`config.mk`:
```
export PLATFORM = sky130hd
export DESIGN_NAME = logic_unit_stage_8_bits
export DESIGN_NICKNAME = d
export VERILOG_FILES = /design/src/rtl/logic_unit_stage_8_bits.sv
export SDC_FILE = /design/constraint.sdc
export NUM_CORES = 1
export LEC_CHECK = 0
export CORE_MARGIN = 2
export CORE_UTILIZATION = 25
export CTS_CLUSTER_SIZE = 24
export DETAILED_ROUTE_END_ITERATION = 10
export DONT_BUFFER_PORTS = 1
export PLACE_DENSITY = 0.42
export RECOVER_POWER = 25
export SYNTH_ARGS = -nofsm -noshare
export SYNTH_HDL_FRONTEND = slang
export SYNTH_SLANG_ARGS = --single-unit
```
`constraint.sdc`:
```
create_clock -name CLK -period 4.67 [get_ports CLK]
set_input_delay 0 -clock CLK [delete_from_list [all_inputs] [get_ports CLK]]
set_output_delay 0 -clock CLK [all_outputs]
set_load 0.005 [all_outputs]
```
`src/rtl/logic_unit_stage_8_bits.sv`:
```
// Registered, handshaked 8-bit bitwise logic stage (AND/OR/XOR/NOT A).
// Optional accumulate mode plus a wrapping count of accepted results.
//
// state | meaning
// IDLE  | ready for a request; operands captured on IN_VALID
// EXEC  | computing; S and Z written on the next edge
// HOLD  | result presented with OUT_VALID until OUT_READY
module logic_unit_stage_8_bits (
  input  logic       CLK,
  input  logic       RST,
  input  logic       IN_VALID,
  output logic       IN_READY,
  input  logic [1:0] OP,
  input  logic       ACC,
  input  logic [7:0] A,
  input  logic [7:0] B,
  output logic       OUT_VALID,
  input  logic       OUT_READY,
  output logic [7:0] S,
  output logic       Z,
  output logic [7:0] OP_COUNT
);

  typedef enum logic [1:0] {
    IDLE = 2'd0,
    EXEC = 2'd1,
    HOLD = 2'd2
  } state_t;

  state_t     state;
  state_t     state_next;

  logic [7:0] a_r;
  logic [7:0] b_r;
  logic [1:0] op_r;
  logic       acc_r;
  logic [7:0] operand_x;
  logic [7:0] result;

  always_ff @(posedge CLK) begin
    if (RST) state <= IDLE;
    else     state <= state_next;
  end

  // Handshake outputs are pure state decodes.
  always_comb begin
    state_next = state;
    IN_READY   = 1'b0;
    OUT_VALID  = 1'b0;
    case (state)
      IDLE: begin
        IN_READY = 1'b1;
        if (IN_VALID) state_next = EXEC;
      end
      EXEC: state_next = HOLD;
      HOLD: begin
        OUT_VALID = 1'b1;
        if (OUT_READY) state_next = IDLE;
      end
      default: state_next = IDLE;
    endcase
  end

  always_comb begin
    operand_x = acc_r ? S : b_r;
    result    = 8'h00;
    case (op_r)
      2'b00:   result = a_r & operand_x;
      2'b01:   result = a_r | operand_x;
      2'b10:   result = a_r ^ operand_x;
      default: result = ~a_r;
    endcase
  end

  always_ff @(posedge CLK) begin
    if (RST) begin
      a_r      <= 8'h00;
      b_r      <= 8'h00;
      op_r     <= 2'b00;
      acc_r    <= 1'b0;
      S        <= 8'h00;
      Z        <= 1'b0;
      OP_COUNT <= 8'h00;
    end else begin
      if (state == IDLE && IN_VALID) begin
        a_r   <= A;
        b_r   <= B;
        op_r  <= OP;
        acc_r <= ACC;
      end
      if (state == EXEC) begin
        S <= result;
        Z <= (result == 8'h00);
      end
      if (state == HOLD && OUT_READY) OP_COUNT <= OP_COUNT + 8'd1;
    end
  end

endmodule

```
# [After elaboration in Yosys (flattened, before gate mapping)]
# Cells that the tools add are included.
[totals] word_cells=32 inputBits=23 out_inout_bits=19 ff_bits=38
[classes] mux=7 reduce_logical=6 addsub=1 eq_ne=6 bitwise=4
[ops] operator="one-hot mux 8 bit (3 select lines)" count=1
[ops] operator="adder 8 x 1 -> 8 bit (second input constant)" count=1
[ops] operator="bitwise AND 8 bit" count=1
[ops] operator="logical NOT 8 bit" count=1
[ops] operator="two-way mux 8 bit" count=1
[ops] operator="NOT 8 bit" count=1
[ops] operator="bitwise OR 8 bit" count=1
[ops] operator="bitwise XOR 8 bit" count=1
[ops] operator="one-hot mux 2 bit (3 select lines)" count=1
[ops] operator="== test 2 x 1 -> 1 bit (second input constant)" count=2
[ops] operator="== test 2 bit (second input constant)" count=2
[ops] operator="logical NOT 2 bit" count=2
[ops] operator="two-way mux 2 bit" count=2
[ops] operator="inequality test 2 bit (second input constant)" count=2
[ops] operator="logical AND 1 bit" count=2
[ops] operator="two-way mux 1 bit" count=2
[ops] operator="AND reduction 2 bit" count=1

# [Logic depth before layout (Yosys ltp)]
# Gate-level depths: netlist (run 1).
[depth] depth_word=4 ltp_mapped=8 mapped_depth_nobuf=7

# [Worst setup path before layout (run 1)]
# No wires, ideal clock.
[synth_path] path_kind="register -> register" from="register acc_r" to="register Z" setup_time_ns=0.096 stages_incl_launch_ff=7 slack_ns=2.521 arrival_time_ns=2.053 cell_sequence="dfxtp_1 clkbuf_1 mux2i_1 ha_1 mux4_2 nand4b_4 o41ai_2"
[synth_between] elab_chain_cells=4
[synth_lines] element="start: declaration" line_no="36" source="logic acc_r;"
[synth_lines] element="start signal: assignment" line_no="80" source="acc_r <= 1'b0;"
[synth_lines] element="start signal: assignment" line_no="89" source="acc_r <= ACC;"
[synth_lines] element="two-way mux 8 bit *" line_no="65" source="operand_x = acc_r ? S : b_r;"
[synth_lines] element="bitwise XOR 8 bit, or another cell as far along" line_no="70" source="2'b10: result = a_r ^ operand_x;"
[synth_lines] element="one-hot mux 8 bit (3 select lines) *" line_no="67" source="case (op_r)"
[synth_lines] element="logical NOT 8 bit *" line_no="93" source="Z <= (result == 8'h00);"
[synth_lines] element="end signal: assignment" line_no="93"
[synth_lines] element="end: declaration" line_no="20" source="output logic Z,"
# Every way passes the cells marked *; elsewhere a longest branch is shown, timed or not.
# A chain may end at the register's enable or synchronous reset.

# [Worst setup path in the final report (run 1)]
# Ends and elaborated chain as after synthesis.

==> key figures, run 1 <==
Outcome
  • Status: finished, violations left
  • Failing checks: hold timing

Timing
  • Setup total negative slack: 0 ps
  • Max Clk Rate: 453.7 MHz
  • Final Hold Viols: 1
  • Final Skew: 11.27 ps
  • Period utilization: 0.4720
  • Max_slew headroom: 0.3771
  • Worst-Margin Slew: 932.4 ps
  • Tmin final: 2204 ps
  • Final Setup Violations: 0
  • Pins Over Slew Limit: 0
  • Fin Hold WS: -3.726 ps
  • Setup repair after global routing missed its margin: false

Layout
  • Share of layout cells above drive strength 1: 0.07287
  • Commonest non-fill, non-tap cells in the layout: nand2_1, dfxtp_1, inv_1
  • Nets: 286
  • ANT cells: 0
  • P&R area growth vs syn: 18.34%
  • Fillers: 861
  • Commonest non-fill, non-tap cell in the layout: nand2_1

Critical path
  • Worst setup SP type: flip-flop
  • CP Capture Type: flip-flop
  • Critical Path AT: 2410 ps
  • R2R setup slack: 2470 ps
  • CP max FO: 9
  • Critical path required time: 4880 ps
  • Crit Path Class: flip-flop to flip-flop

Clocking
  • CTS Buf Count: 5
  • TritonCTS clock tree: built
  • Sink Count: 38
  • Post-CTS setup buffers: 0
  • Cts hold-fix bufs: 21
  • Root buffer cell: clkbuf_8
  • H-tree levels: 2
  • Longest Clk Path Bufs: 2
  • Worst-Skew Late Latency: 290 ps
  • CTS resizes: 0
  • Clock slew at reported path FFs: 80 ps

Synthesis
  • Main flop type after synthesis: dfxtp_1
  • Simple-gate share of the synthesized area: 0.1858
  • Syn_nets: 271
  • Mean post-synth cell area: 8.802 um2
  • Largest family of logic cells by synthesized area: simple AND/OR/NAND/NOR gates
  • Number of distinct library cells after synthesis: 30
  • Post-synthesis adder-cell area fraction: 0.1046
  • Synth warnings: 0
  • Post-synthesis async set-or-reset flop share: 0
  • Post-Synth XOR/XNOR Area: 0.02585
  • Synthesized flop and latch total: 38
  • Compound-Gate Fraction of Synth Area: 0.09169
  • Post-synthesis sequential area ratio: 0.3742
  • Area of the mapped netlist: 2033 um2
  • Post-Synthesis Cells: 231
  • Mux cell area share after synthesis: 0.1298
  • EDFF count, synth: 0

Power
  • Leak: 0.0009580 uW
  • VDD IR max: 96.56 uV
  • Pwr dens: 292.2 nW/um2
  • Pwr Total: between 700 and 800 uW

Floorplan
  • CORE AREA: 7807 um2
  • Die Area: 8870 um2
  • Initial core utilization: 0.2604
  • I/O Pins: 42
  • Floorplan row count: 32
  • Chip width: 94.18 um
  • Height of the die: 94.18 um

Hold path
  • Hold Path Class: input port to flip-flop

Route
  • Vias per inst: around 4.4
  • First-pass detailed-route iteration total: 4
  • Wirelength per Cell: roughly 13 um
  • Routed Antenna Nets: 0
  • Initial DRC Count: 62
  • Drt drc: 0
  • Via count: 1519
  • Drt total wl: 4586 um

Global route
  • Largest net degree at the start of global routing: 40
  • Vias in the first global route: 1453
  • First-pass GRT wire length: 7320 um
  • Initial antenna violation count: 0
  • Total gr overflow: 0
  • GRT Resource Usage Total: 0.1103

Place
  • Post-DP HPWL: 3241 um
  • Final GP Congestion: between 0.7 and 0.8
  • Port-buffer cells: 0

Job
  • Max-cap check violation count: 0
[layout make-up]
| cell class | count | area [um2] | share of cell area |
|---|---|---|---|
| inverter | 30 | 112.6 | 0.04680 |
| sequential | 38 | 760.7 | 0.3162 |
| multi-input combinational | 150 | 1094 | 0.4545 |
| timing repair buffer | 21 | 220.2 | 0.09152 |
| clock buffer | 7 | 86.33 | 0.03588 |
| clock inverter | 1 | 5.005 | 0.002080 |
| tap | 102 | 127.6 | 0.05304 |
[state kept, by name (all words and copies together) (netlist names)]
name      cells
a_r           8
state         2
Z             1
op_r          2
S             8
acc_r         1
b_r           8
OP_COUNT      8
[through the flow]
| step | setup slack (ps) | instance area [um2] | hold slack [ps] | utilization | instances |
|---|---|---|---|---|---|
| 6_report | 2466 | 2406 | -3.726 | 0.3082 | 349 |
| 5_1_grt | 2306 | 2406 | 7.335 | 0.3082 | 349 |
| 4_1_cts | 2424 | 2406 | 3.109 | 0.3082 | 349 |
| 3_5_place_dp | 2436 | 2095 | 77.99 | 0.2683 | 320 |
| 3_3_place_gp | 2483 | 2095 | 77.00 | 0.2683 | 320 |
| 2_1_floorplan | 2521 | 2033 | 98.31 | - | 231 |
[synthesized netlist by cell type (2+ instances only)]
| cell | n | area [um2] |
|---|---|---|
| nand2_1 | 47 | 176.4 |
| dfxtp_1 | 38 | 760.7 |
| inv_1 | 29 | 108.9 |
| a21oi_1 | 24 | 120.1 |
| ha_1 | 17 | 212.7 |
| nor2_1 | 14 | 52.55 |
| clkbuf_1 | 8 | 30.03 |
| mux2i_1 | 8 | 80.08 |
| mux4_2 | 7 | 157.7 |
| a211oi_1 | 6 | 45.04 |
| nand4_1 | 3 | 18.77 |
| xnor2_1 | 3 | 26.28 |
| xor2_1 | 3 | 26.28 |
| buf_2 | 2 | 10.01 |
| buf_6 | 2 | 22.52 |
| nand2b_1 | 2 | 12.51 |
| nand3b_1 | 2 | 15.01 |
| nand4b_4 | 2 | 47.55 |
| nor2b_1 | 2 | 12.51 |
| nor3_1 | 2 | 10.01 |
[worst paths after layout]
kind                                           from  cells past startpoint                   to
worst max-delay path             acc_r$_SDFFE_PP0P_                      5       Z$_SDFFE_PP0N_
worst max register to register   acc_r$_SDFFE_PP0P_                      5       Z$_SDFFE_PP0N_
worst min-delay path                            RST                      2  b_r[1]$_SDFFE_PP0P_
worst min register to register  b_r[0]$_SDFFE_PP0P_                      2  b_r[0]$_SDFFE_PP0P_
[per-layer routing]
metal / wire length, um / part of all wire / track usage
met4: 78 / 0.017 / 0.04348
met2: 2178 / 0.47 / 0.1798
met5: 0 / 0 / 0
met1: 2112 / 0.46 / 0.1357
met3: 216 / 0.047 / 0.03371
[where the power goes]
| part | switching [uW] | leakage (uW) | internal [uW] | total, uW |
|---|---|---|---|---|
| sequential | 21.1 | 0.000310 | 341 | 362 |
| clock | 117 | 0.0000482 | 119 | 236 |
| combinational | 51.3 | 0.000599 | 53.8 | 105 |
[cell families (layout without fill, tap and decap cells)]
group | count (synthesis) | count (layout)
compound gates | 32 | 32
flops | 38 | 38
fa+ha+maj | 17 | 17
mux | 16 | 16
simple gates | 79 | 79
buf+inv | 43 | 59
xor+xnor | 6 | 6
[worst max-delay path, cell delays in order (launching register included)]
cell	delay (ps)
dfxtp_1	660
mux2i_1	300
ha_1	270
mux4_2	460
nand4b_4	180
o41ai_2	260
Note: power is estimated with default switching activity, not from simulation.
==> run 2, diff against run 1 <==
- clock period: 4.67 -> 2.2 ns (I/O delays scaled with it)
==> run 2 against run 1 <==
Compared with the run above:
- critical path type unchanged
- clock-buffer cell count did not move
- largest cell class unchanged
- clock power rose by 110%
- highest routed layer unchanged
- the run now ends clean
- sequential cell count did not move
==> key figures, run 2 (synthesis results as in run 1) <==
Critical path
  • Worst path max stage delay: 380 ps (was 660 ps)
  • Critical Path AT: 2110 ps (was 2410 ps)
  • Worst path top cell family by delay: multiplexers (unchanged)
  • Crit Path Class: flip-flop to flip-flop (unchanged)
  • Worst r2r src: acc_r$_SDFFE_PP0P_ (unchanged)
  • Crit path max-delay cell type: dfxtp_1 (unchanged)
  • Reg2reg path depth: 7 (was 5)
  • CP max FO: 7 (was 9)
  • Crit-path cells: buf_4 -> mux2i_1 -> ha_1 -> inv_1 -> mux4_2 -> nand4b_4 -> o41ai_2 (was mux2i_1 -> ha_1 -> mux4_2 -> nand4b_4 -> o41ai_2)
  • Critical path buffers and inverters: 2 (was 0)
  • Worst setup SP type: flip-flop (unchanged)
  • Critical R2R Capture: Z$_SDFFE_PP0N_ (unchanged)
  • R2R setup slack: 290 ps (was 2470 ps)
  • CP Capture Type: flip-flop (unchanged)
  • Critical path required time: 2400 ps (was 4880 ps)

Clocking
  • CTS Buf Count: 5 (unchanged)
  • H-tree levels: 2 (unchanged)
  • Root buffer cell: clkbuf_8 (unchanged)
  • CTS resizes: 0 (unchanged)
  • Worst-Skew Late Latency: 290 ps (about the same)
  • Sink Count: 38 (unchanged)
  • TritonCTS clock tree: built (unchanged)
  • Longest Clk Path Bufs: 2 (unchanged)
  • Clock slew at reported path FFs: 80 ps (about the same)

Layout
  • Commonest non-fill, non-tap cell in the layout: nand2_1 (unchanged)
  • Commonest non-fill, non-tap cells in the layout: nand2_1, dfxtp_1, inv_1 (unchanged)
  • P&R area growth vs syn: 20.55% (was 18.34%)
  • ANT cells: 0 (unchanged)
  • Fin area: 2451 um2 (was 2406 um2)
  • Final Non-Filler Cells: 355 (was 349)
  • Share of layout cells above drive strength 1: 0.09486 (was 0.07287)
  • Nets: 292 (was 286)

Global route
  • GRT Resource Usage Total: 0.1137 (was 0.1103)
  • Largest net degree at the start of global routing: 40 (unchanged)
  • Vias in the first global route: 1551 (was 1453)
  • Initial antenna violation count: 0 (unchanged)
  • First-pass GRT wire length: 7748 um (was 7320 um)
  • Total gr overflow: 0 (unchanged)

Timing
  • Setup repair after global routing missed its margin: false (unchanged)
  • Max_slew headroom: 0.7804 (was 0.3771)
  • Final Skew: 5.922 ps (was 11.27 ps)
  • Fin Hold WS: 6.128 ps (was -3.726 ps)
  • Period utilization: 0.8688 (was 0.4720)
  • Worst-Margin Slew: 326.8 ps (was 932.4 ps)
  • Max Clk Rate: 523.2 MHz (was 453.7 MHz)
  • Pins Over Slew Limit: 0 (unchanged)
  • Tmin final: 1911 ps (was 2204 ps)
  • Final Setup Violations: 0 (unchanged)
  • Setup total negative slack: 0 ps (unchanged)
  • Final Hold Viols: 0 (was 1)

Power
  • Sw Share: 0.2687 (was 0.2689)
  • Pwr dens: 613.8 nW/um2 (was 292.2 nW/um2)
  • Share of power burned in registers: 0.506 (was 0.515)
  • Clock power share: 0.332 (was 0.335)
  • Pwr Total: 1505 uW (was 703.0 uW)
  • Net Sw Power: 404.3 uW (was 189.0 uW)
  • VDD IR max: 209.6 uV (was 96.56 uV)
  • Internal power: 1100 uW (was 513.9 uW)
  • Leak: 0.0009887 uW (was 0.0009580 uW)
  • Combinational power share: 0.162 (was 0.150)

Hold path
  • Hold Path Class: input port to flip-flop (unchanged)
  • WHS Path Cells: 2 (unchanged)
  • Hold Path Origin: RST (unchanged)
  • Hold EP: b_r[1]$_SDFFE_PP0P_ (unchanged)

Route
  • Metal-1 WL: 2283 um (was 2112 um)
  • DR WL met2: 2129 um (was 2178 um)
  • Initial DRC Count: 39 (was 62)
  • First-pass detailed-route iteration total: 3 (was 4)
  • Drt total wl: 4670 um (was 4586 um)
  • Wirelength per Cell: 13.15 um (was 13.14 um)
  • Vias per inst: 4.327 (was 4.352)
  • Met3 wire length: 181 um (was 216 um)
  • Routed Antenna Nets: 0 (unchanged)
  • Drt drc: 0 (unchanged)
  • Via count: 1536 (was 1519)
  • Top sig layer: met4 (unchanged)

Place
  • Post-DP HPWL: 3388 um (was 3241 um)
  • Placed Instance Area: 2140 um2 (was 2095 um2)
  • Placed cells: 326 (was 320)
  • Final GP Congestion: 0.6801 (was 0.7034)
  • Port-buffer cells: 0 (unchanged)

Floorplan
  • I/O Pins: 42 (unchanged)
  • Height of the die: 94.18 um (unchanged)
  • CORE AREA: 7807 um2 (unchanged)
  • Chip width: 94.18 um (unchanged)
  • Die Area: 8870 um2 (unchanged)
  • Floorplan row count: 32 (unchanged)
  • Initial core utilization: 0.2604 (unchanged)

Outcome
  • Status: completed (was finished, violations left)

Job
  • Max-cap check violation count: 0 (unchanged)
-- run 2: changes by cell type in the layout (fill, tap and decap cells not counted), sizes merged --
cell / change
buf: +6
-- run 2: worst register-to-register path: cells and delay by family, from the launching register on --
family / cells / cell delay, ps
buffers and inverters: 2 / 270
AND/OR/NAND/NOR: 1 / 90
adder cells (fa/ha/maj): 1 / 270
multiplexers: 2 / 550
flip-flops: 1 / 380
AO/OA/AOI/OAI: 1 / 250
-- run 2: power groups by stage --
stage                     sequential [uW]  clock (uW)  combinational (uW)
after floorplan                       761           0                 179
after global placement                779           0                 199
after detailed placement              779           0                 203
after CTS                             763         523                 249
after global routing                  767         553                 280
final                                 761         500                 243
-- run 2: layer usage --
layer / track usage / vias up
met5: 0 / -
met4: 0.03986 / 0
met3: 0.03130 / 5
met2: 0.1810 / 25
met1: 0.1474 / 710
li1: - / 796
-- run 2: area by class of cell --
type / instances / area (um2)
Clock buffer: 7 / 86.33
Timing Repair Buffer: 27 / 265.3
Multi-Input combinational cell: 150 / 1094
Clock inverter: 1 / 5.005
Sequential cell: 38 / 760.7
Tap cell: 102 / 127.6
Fill cell: 835 / 5356
Inverter: 30 / 112.6
-- run 2: what timing repair did --
action / in CTS / in global routing
buffers inserted: 0 / 0
hold buffers: 21 / 0
hold endpoints to repair: 38 / 0
-- run 2: worst max-delay path by stage --
stage	depth (start not counted)	start	to
finish	7	acc_r$_SDFFE_PP0P_	Z$_SDFFE_PP0N_
global route	7	acc_r$_SDFFE_PP0P_	Z$_SDFFE_PP0N_
CTS	7	acc_r$_SDFFE_PP0P_	Z$_SDFFE_PP0N_
detailed placement	7	acc_r$_SDFFE_PP0P_	Z$_SDFFE_PP0N_
global placement	7	acc_r$_SDFFE_PP0P_	Z$_SDFFE_PP0N_
floorplan	6	acc_r$_SDFFE_PP0P_	Z$_SDFFE_PP0N_
-- run 2: per-stage QoR --
stage	setup slack, ps	util
final	288.5	0.3139
after global routing	171.4	0.3139
after CTS	275.1	0.3139
after detailed placement	278.3	0.2740
after global placement	345.6	0.2740
after floorplan	50.95	-
